### src/rtl/segments_decoder.sv
// Recovers a byte from a multiplexed 7-segment display bus by qualifying each
// digit for STABLE_CYCLES samples and pairing the low and high hex nibbles.
module segments_decoder #(
  parameter int STABLE_CYCLES = 16
) (
  input  logic       clk,
  input  logic       rst,
  input  logic [7:0] seg_data,
  input  logic [3:0] seg_digit,
  output logic [7:0] data,
  output logic       valid,
  output logic       err
);

  localparam int CW = $clog2(STABLE_CYCLES + 1);
  localparam logic [CW-1:0] CNT_MAX = CW'(STABLE_CYCLES);
  localparam logic [CW-1:0] CNT_ACC = CW'(STABLE_CYCLES - 1);

  // Segment order a..g, index = hex value of the glyph.
  localparam logic [6:0] GLYPH [16] = '{
    7'b1111110, 7'b0110000, 7'b1101101, 7'b1111001,
    7'b0110011, 7'b1011011, 7'b1011111, 7'b1110000,
    7'b1111111, 7'b1110011, 7'b1110111, 7'b0011111,
    7'b1001110, 7'b0111101, 7'b1001111, 7'b1000111
  };

  typedef enum logic {S_LO, S_HI} state_t;

  logic [11:0]   cur_in;
  logic [11:0]   in_q, in_d;
  logic [CW-1:0] cnt_q, cnt_d;
  logic          accept;
  state_t        state_q, state_d;
  logic [3:0]    lo_q, lo_d;
  logic [7:0]    data_q, data_d;
  logic          valid_q, valid_d;
  logic          err_q, err_d;

  logic [6:0]    lit;
  logic [15:0]   match;
  logic          hit;
  logic [3:0]    nib;
  logic          is_lo, is_hi, is_blank;

  assign cur_in = {seg_digit, seg_data};

  always_comb begin
    in_d = cur_in;
    if (cur_in != in_q)
      cnt_d = '0;
    else if (cnt_q != CNT_MAX)
      cnt_d = cnt_q + CW'(1);
    else
      cnt_d = cnt_q;
  end

  // Counter saturates past CNT_ACC, so a held input is accepted only once.
  assign accept = (cur_in == in_q) && (cnt_q == CNT_ACC);

  assign lit      = ~in_q[7:1];
  assign is_lo    = (in_q[11:8] == 4'b1110);
  assign is_hi    = (in_q[11:8] == 4'b1101);
  assign is_blank = (in_q[11:8] == 4'b1011) || (in_q[11:8] == 4'b0111);

  generate
    for (genvar gi = 0; gi < 16; gi++) begin : g_match
      assign match[gi] = (lit == GLYPH[gi]);
    end
  endgenerate

  assign hit = |match;

  always_comb begin
    nib = 4'h0;
    for (int i = 0; i < 16; i++) begin
      if (match[i]) nib = 4'(i);
    end
  end

  always_ff @(posedge clk) begin
    if (rst) begin
      in_q    <= 12'hFFF;
      cnt_q   <= '0;
      state_q <= S_LO;
      lo_q    <= 4'h0;
      data_q  <= 8'h00;
      valid_q <= 1'b0;
      err_q   <= 1'b0;
    end else begin
      in_q    <= in_d;
      cnt_q   <= cnt_d;
      state_q <= state_d;
      lo_q    <= lo_d;
      data_q  <= data_d;
      valid_q <= valid_d;
      err_q   <= err_d;
    end
  end

  always_comb begin
    state_d = state_q;
    if (accept) begin
      if ((is_lo || is_hi) && !hit) begin
        state_d = S_LO;
      end else begin
        case (state_q)
          S_LO: if (is_lo) state_d = S_HI;
          S_HI: if (is_hi || is_blank) state_d = S_LO;
          default: state_d = S_LO;
        endcase
      end
    end
  end

  always_comb begin
    lo_d    = lo_q;
    data_d  = data_q;
    valid_d = 1'b0;
    err_d   = 1'b0;
    if (accept) begin
      if ((is_lo || is_hi) && !hit) begin
        err_d = 1'b1;
      end else if (is_lo) begin
        lo_d = nib;
      end else if (is_hi && state_q == S_HI) begin
        data_d  = {nib, lo_q};
        valid_d = 1'b1;
      end
    end
  end

  assign data  = data_q;
  assign valid = valid_q;
  assign err   = err_q;

endmodule

### config.mk
export PLATFORM = sky130hd
export DESIGN_NAME = segments_decoder
export DESIGN_NICKNAME = d
export VERILOG_FILES = /design/src/rtl/segments_decoder.sv
export SDC_FILE = /design/constraint.sdc
export NUM_CORES = 1
export LEC_CHECK = 0
export ABC_CLOCK_PERIOD_IN_PS = 5300
export CORE_MARGIN = 1.5
export CORE_UTILIZATION = 50
export CTS_CLUSTER_DIAMETER = 30
export CTS_CLUSTER_SIZE = 12
export DETAILED_ROUTE_END_ITERATION = 10
export GPL_ROUTABILITY_DRIVEN = 0
export PLACE_DENSITY = 0.75
export SETUP_SLACK_MARGIN = 0.3
export SYNTH_ARGS = -nofsm -noshare
export SYNTH_HDL_FRONTEND = slang
export SYNTH_SLANG_ARGS = --single-unit
### constraint.sdc
create_clock -name clk -period 5.3 [get_ports clk]
set_input_delay 1.06 -clock clk [delete_from_list [all_inputs] [get_ports clk]]
set_output_delay 1.06 -clock clk [all_outputs]
set_load 0.1 [all_outputs]
==> results.cfg, run 1 <==
[detailed_routing]
antenna_left = 0
drcViolationCount = 0
avgRoutedWirePerCell_um = 13.4
drt_iter0_markers = 70
wl_um = 3560
post_drt_via_cell_ratio = 5.61
routed-via-count = 1486
first_pass_iters = 4

[logic_synthesis]
async_reset_ff_frac = 0
ys_types = 56
synth_top_area_cell = dfxtp_1
synth_nets = 213
synth.avg_cell_area_um2 = 9.54
synth_edf_count = 0
seq_area_frac_synth = 0.343
synth.top_cell.area_share = 0.343
syn-cell-area_um2 = 1870
ys_seq_elements = 32
ys_warn_count = 0
ys.flop_type = dfxtp_1
syn_inst = 196
synthTopCellsByArea = dfxtp_1 34%, mux2i_1 7.0%, xor2_1 6.6%

[cts]
clkLatencyLatePin_ns = 0.29
clock_sinks = 32
cts_tree = yes
cts_root_buf = clkbuf_8
clkTransAtPathRegs_ns = 0.06
ctsHoldBuffers = 0
clockBufferDepth = 2
cts_setup_buffers = 0
ctsResizeCount = 0
numCtsBuffers = 5
htree_levels = 2

[floorplanning]
coreArea_um2 = 3630
start_util = 0.514
io_pins = 24
dieArea_um2 = 4110
rows = 22
die_h_um = 64.1
die_x_um = 64.1

[layout]
diodes = 0
area_delta_synth_final_pct = 15.5
final_cells = 265
nets = 233
drive_gt1_frac = 0.157

[global_route]
grt_overflow_total = 0
grt_pass1_wl_um = 6270
grt_use_total = 0.195
grt_start_max_net_pins = 18
antenna_found_initial = 0
grt_pass1_vias = 1373

[timing]
finalHoldViolations = 0
max_freq_ghz = 0.356
rsz0062_at_grt = false
tns_ns = 0
slew_headroom = 0.351
skew_ns = 0.00794
setup-violations-final = 0
period_needed_ns = 2.81
drv_slew = 0
tightest_slew_ns = 0.971
finalCritPeriodShare = 0.530

[critical_path]
cp_max_fo = 2
worst-path-buf-inv = 1
cp_top_family = buffers and inverters
crit_slowest_cell = clkdlybuf4s50_1
path_cells = clkdlybuf4s50_1
startpoint_type = flop
worstPathArrival_ns = 1.75
required_ns = 4.24
cp-end-kind = output pin
max_stage_delay_ns = 1.13
crit_type = flop to output pin

[pwr]
p_sw_mw = 0.129
power_frac_comb = 0.102
p_sw_frac = 0.256
leakage_nw = 0.770
p_int_mw = 0.377
p_seq_frac = 0.511
power_frac_clock = 0.387
powerDensity_nw_per_um2 = 234
ir_worst_vdd_mv = 0.157

[place]
dp_cells = 257
portBuffers = 23
dp_hpwl_um = 2540

[flow_run]
maxCapViolCount = 0

[min_path]
hold_path_class = flop to flop

[outcome]
status = finished, final reports clean
[worst min-delay path, cell delays in order (launching register included)]
cell and delay (ns):
dfxtp_1 0.31, nand2_1 0.05, mux2i_1 0.05
[power groups by stage]
stage	Sequential [mW]	Combinational [mW]	Clock (mW)
after CTS	0.258	0.0516	0.201
after detailed placement	0.264	0.0510	0
final	0.259	0.0514	0.196
after floorplan	0.255	0.0454	0
after global routing	0.260	0.0569	0.213
after global placement	0.264	0.0505	0
[registers in the layout (all words and copies together) (netlist names)]
| signal | cells |
|---|---|
| cnt_q | 5 |
| data | 8 |
| err | 1 |
| in_q | 12 |
| lo_q | 4 |
| state_q | 1 |
| valid | 1 |
[cells in the final DEF (no fill, tap or decap), types with 2 or more instances in the layout]
cell,netlist,final
a211oi_1,2,2
a21oi_1,6,6
clkbuf_8,0,6
clkdlybuf4s50_1,0,23
dfxtp_1,32,32
ha_1,3,3
inv_1,8,8
mux2i_1,13,13
nand2_1,20,20
nand3_1,4,4
nand4_1,3,3
nor2_1,9,9
nor3_1,5,5
nor3b_1,3,3
nor4_1,5,5
nor4_2,2,2
nor4b_1,4,4
o21ai_0,4,4
o32ai_1,2,2
or2_2,12,12
or2b_1,2,2
xnor2_1,3,3
xor2_1,14,14
[final cells by class]
| type | count | area (µm²) |
|---|---|---|
| Timing Repair Buffer | 23 | 230 |
| Fill cell | 344 | 1470 |
| Clock buffer | 7 | 86.3 |
| Sequential cell | 32 | 641 |
| Multi-Input combinational cell | 145 | 1100 |
| Inverter | 9 | 33.8 |
| Clock inverter | 1 | 7.51 |
| Tap cell | 48 | 60.1 |
[worst paths after layout]
path,from,end,slack (ns),cells after the start
worst min register to register,data[0],data[0],0.46,2
worst max register to register,in_q[6],data[7],3.06,5
worst min-delay path,data[0],data[0],0.46,2
worst max-delay path,data[1],data[1],2.49,1
[cell families (layout without fill, tap and decap cells)]
kind of cell,Yosys count,count (layout),share of synthesized area
simple gates,83,83,0.272
flops,32,32,0.343
compound gates,29,29,0.147
buf+inv,19,40,0.0683
xor+xnor,17,17,0.0797
mux,13,13,0.0696
fa+ha+maj,3,3,0.0201
[routing by layer]
metal	vias up	GRT usage	wire length (µm)
li1	740	-	-
met1	703	0.256	1660
met2	35	0.303	1700
met3	8	0.0528	139
met4	0	0.0771	61
met5	-	0	0
[synth_stat cells, drive strengths merged (2+ instances only)]
master / n
dfxtp: 32
nand2: 20
xor2: 14
mux2i: 13
or2: 12
inv: 9
nor2: 9
buf: 8
nor4: 7
a21oi: 6
nor3: 5
nor4b: 5
nand3: 4
nor3b: 4
o21ai: 4
ha: 3
nand4: 3
xnor2: 3
a211oi: 2
a311o: 2
a311oi: 2
o32ai: 2
or2b: 2
[through the flow]
step	area, µm²	power, mW	utilization	setup slack, ns	hold WS [ns]
final	2160	0.506	0.594	2.49	0.455
after global routing	2160	0.530	0.594	2.39	0.481
after global placement	2070	0.314	0.569	2.28	0.445
after detailed placement	2070	0.315	0.569	2.25	0.451
after CTS	2160	0.511	0.594	2.48	0.460
after floorplan	1870	0.301	-	2.89	0.442
No activity file was read; power rests on OpenSTA's default activity.
==> inputs of run 2 (changes only) <==
--- a/config.mk
+++ b/config.mk
@@ -5,7 +5,7 @@
 export SDC_FILE = /design/constraint.sdc
 export NUM_CORES = 1
 export LEC_CHECK = 0
-export ABC_CLOCK_PERIOD_IN_PS = 5300
+export ABC_CLOCK_PERIOD_IN_PS = 2820
 export CORE_MARGIN = 1.5
 export CORE_UTILIZATION = 50
 export CTS_CLUSTER_DIAMETER = 30
==> constraint.sdc (replaced) <==
create_clock -name clk -period 2.82 [get_ports clk]
set_input_delay 0.564 -clock clk [delete_from_list [all_inputs] [get_ports clk]]
set_output_delay 0.564 -clock clk [all_outputs]
set_load 0.1 [all_outputs]
==> results.cfg, run 2 (synthesized netlist as in run 1, its figures left out) <==
[pwr]
p_seq_frac = 0.513
ir_worst_vdd_mv = 0.357
p_sw_mw = 0.239
powerDensity_nw_per_um2 = 443
power_mw = 0.948
power_frac_comb = 0.103
p_int_mw = 0.709
power_frac_clock = 0.384
p_sw_frac = 0.252
leakage_nw = 0.795

[critical_path]
cp-end-kind = flop
crit_slowest_cell = dfxtp_1
required_ns = 3.03
reg2reg_to = data[5]
worst-path-buf-inv = 0
critPathLaunch = in_q[6]
reg2regPathDepth = 5
max_stage_delay_ns = 0.66
worstPathArrival_ns = 2.48
r2r_start = in_q[6]
cp-endpoint = data[5]
cp_num_cells = 5
r2r_slack_ns = 0.56
startpoint_type = flop
crit_type = flop to flop
cp_top_family = compound AO/OA/AOI/OAI gates
path_cells = nor3b_1 -> o31a_1 -> a311o_1 -> o311ai_4 -> mux2i_1
cp_max_fo = 15

[floorplanning]
rows = 22
dieArea_um2 = 4110
start_util = 0.514
die_x_um = 64.1
die_h_um = 64.1
coreArea_um2 = 3630
io_pins = 24

[detailed_routing]
drcViolationCount = 0
wl_um = 3610
drt_iter0_markers = 54
post_drt_via_cell_ratio = 5.67
antenna_left = 0
avgRoutedWirePerCell_um = 13.6
first_pass_iters = 4
routed-via-count = 1507

[layout]
multi_input_area_um2 = 1100
layout_commonest_cell = dfxtp_1
seq_area_um2 = 641
largest_register_ffs = 12
final_cells = 266
final_area_um2 = 2140
area_delta_synth_final_pct = 14.6
fill_cells = 344
drive_gt1_frac = 0.206
nets = 234
final_util = 0.590
top_register = in_q
diodes = 0
layout_common_cells = 32 x dfxtp_1, 20 x nand2_1, 14 x xor2_1

[flow_run]
maxCapViolCount = 0

[global_route]
grt_pass1_vias = 1407
grt_overflow_total = 0
grt_pass1_wl_um = 6240
grt_start_max_net_pins = 18
antenna_found_initial = 0
grt_use_total = 0.192

[cts]
cts_setup_buffers = 0
numCtsBuffers = 5
ctsResizeCount = 0
clkTransAtPathRegs_ns = 0.06
clkLatencyLatePin_ns = 0.28
ctsHoldBuffers = 0
cts_tree = yes
htree_levels = 2
clockBufferDepth = 2
clock_sinks = 32
cts_root_buf = clkbuf_8

[timing]
finalHoldViolations = 0
setup-violations-final = 0
skew_ns = 0.00431
finalCritPeriodShare = 0.803
tightest_slew_ns = 0.847
max_freq_ghz = 0.442
drv_slew = 0
rsz0062_at_grt = false
tns_ns = 0
slew_headroom = 0.427
period_needed_ns = 2.26

[place]
place_area_um2 = 2050
dp_hpwl_um = 2690
portBuffers = 23
dp_cells = 258

[outcome]
status = finished, final reports clean

[min_path]
hold_path_class = flop to flop
run 2: changes by cell type in the layout (fill, tap and decap cells not counted), sizes merged:
cell,previous run,this run
buf,0,11
clkdlybuf4s50,23,13
run 2: final cells by class:
class / count / area share
Clock inverter: 1 / 0.00350
Tap cell: 48 / 0.0280
Sequential cell: 32 / 0.299
Timing Repair Buffer: 24 / 0.0993
Clock buffer: 7 / 0.0403
Multi-Input combinational cell: 145 / 0.514
Inverter: 9 / 0.0158
run 2: worst min path at each step:
stage                       start       to  slack [ns]  cells past startpoint
after detailed placement  data[7]  data[7]        0.45                      2
after global placement    data[4]  data[4]        0.45                      2
final                     data[0]  data[0]        0.46                      2
after CTS                 data[7]  data[7]        0.46                      2
after floorplan           lo_q[0]  data[0]        0.44                      2
after global routing      data[1]  data[1]        0.48                      2
run 2: worst register-to-register path, stage by stage, from the launching register on:
cell	delay, ns
dfxtp_1	0.66
nor3b_1	0.16
o31a_1	0.36
a311o_1	0.36
o311ai_4	0.44
mux2i_1	0.23
run 2: through the flow:
stage,hold WS (ns),setup WS (ns)
finish,0.457,0.557
global route,0.478,0.363
CTS,0.463,0.547
detailed placement,0.453,0.253
global placement,0.447,0.294
floorplan,0.442,0.909
run 2: power by group through the flow:
stage	clock network, mW	registers (mW)	logic [mW]
detailed placement	0	0.495	0.0973
CTS	0.374	0.485	0.0978
global route	0.396	0.488	0.108
global placement	0	0.495	0.0962
floorplan	0	0.480	0.0853
finish	0.364	0.486	0.0976
run 2: per-layer routing:
metal	share of wire	up-vias	routed length [µm]	global-route usage
met1	0.44	706	1590	0.247
met4	0.021	0	77	0.0771
met3	0.054	8	196	0.0528
met5	0	-	0	0
met2	0.48	47	1740	0.305
li1	-	746	-	-
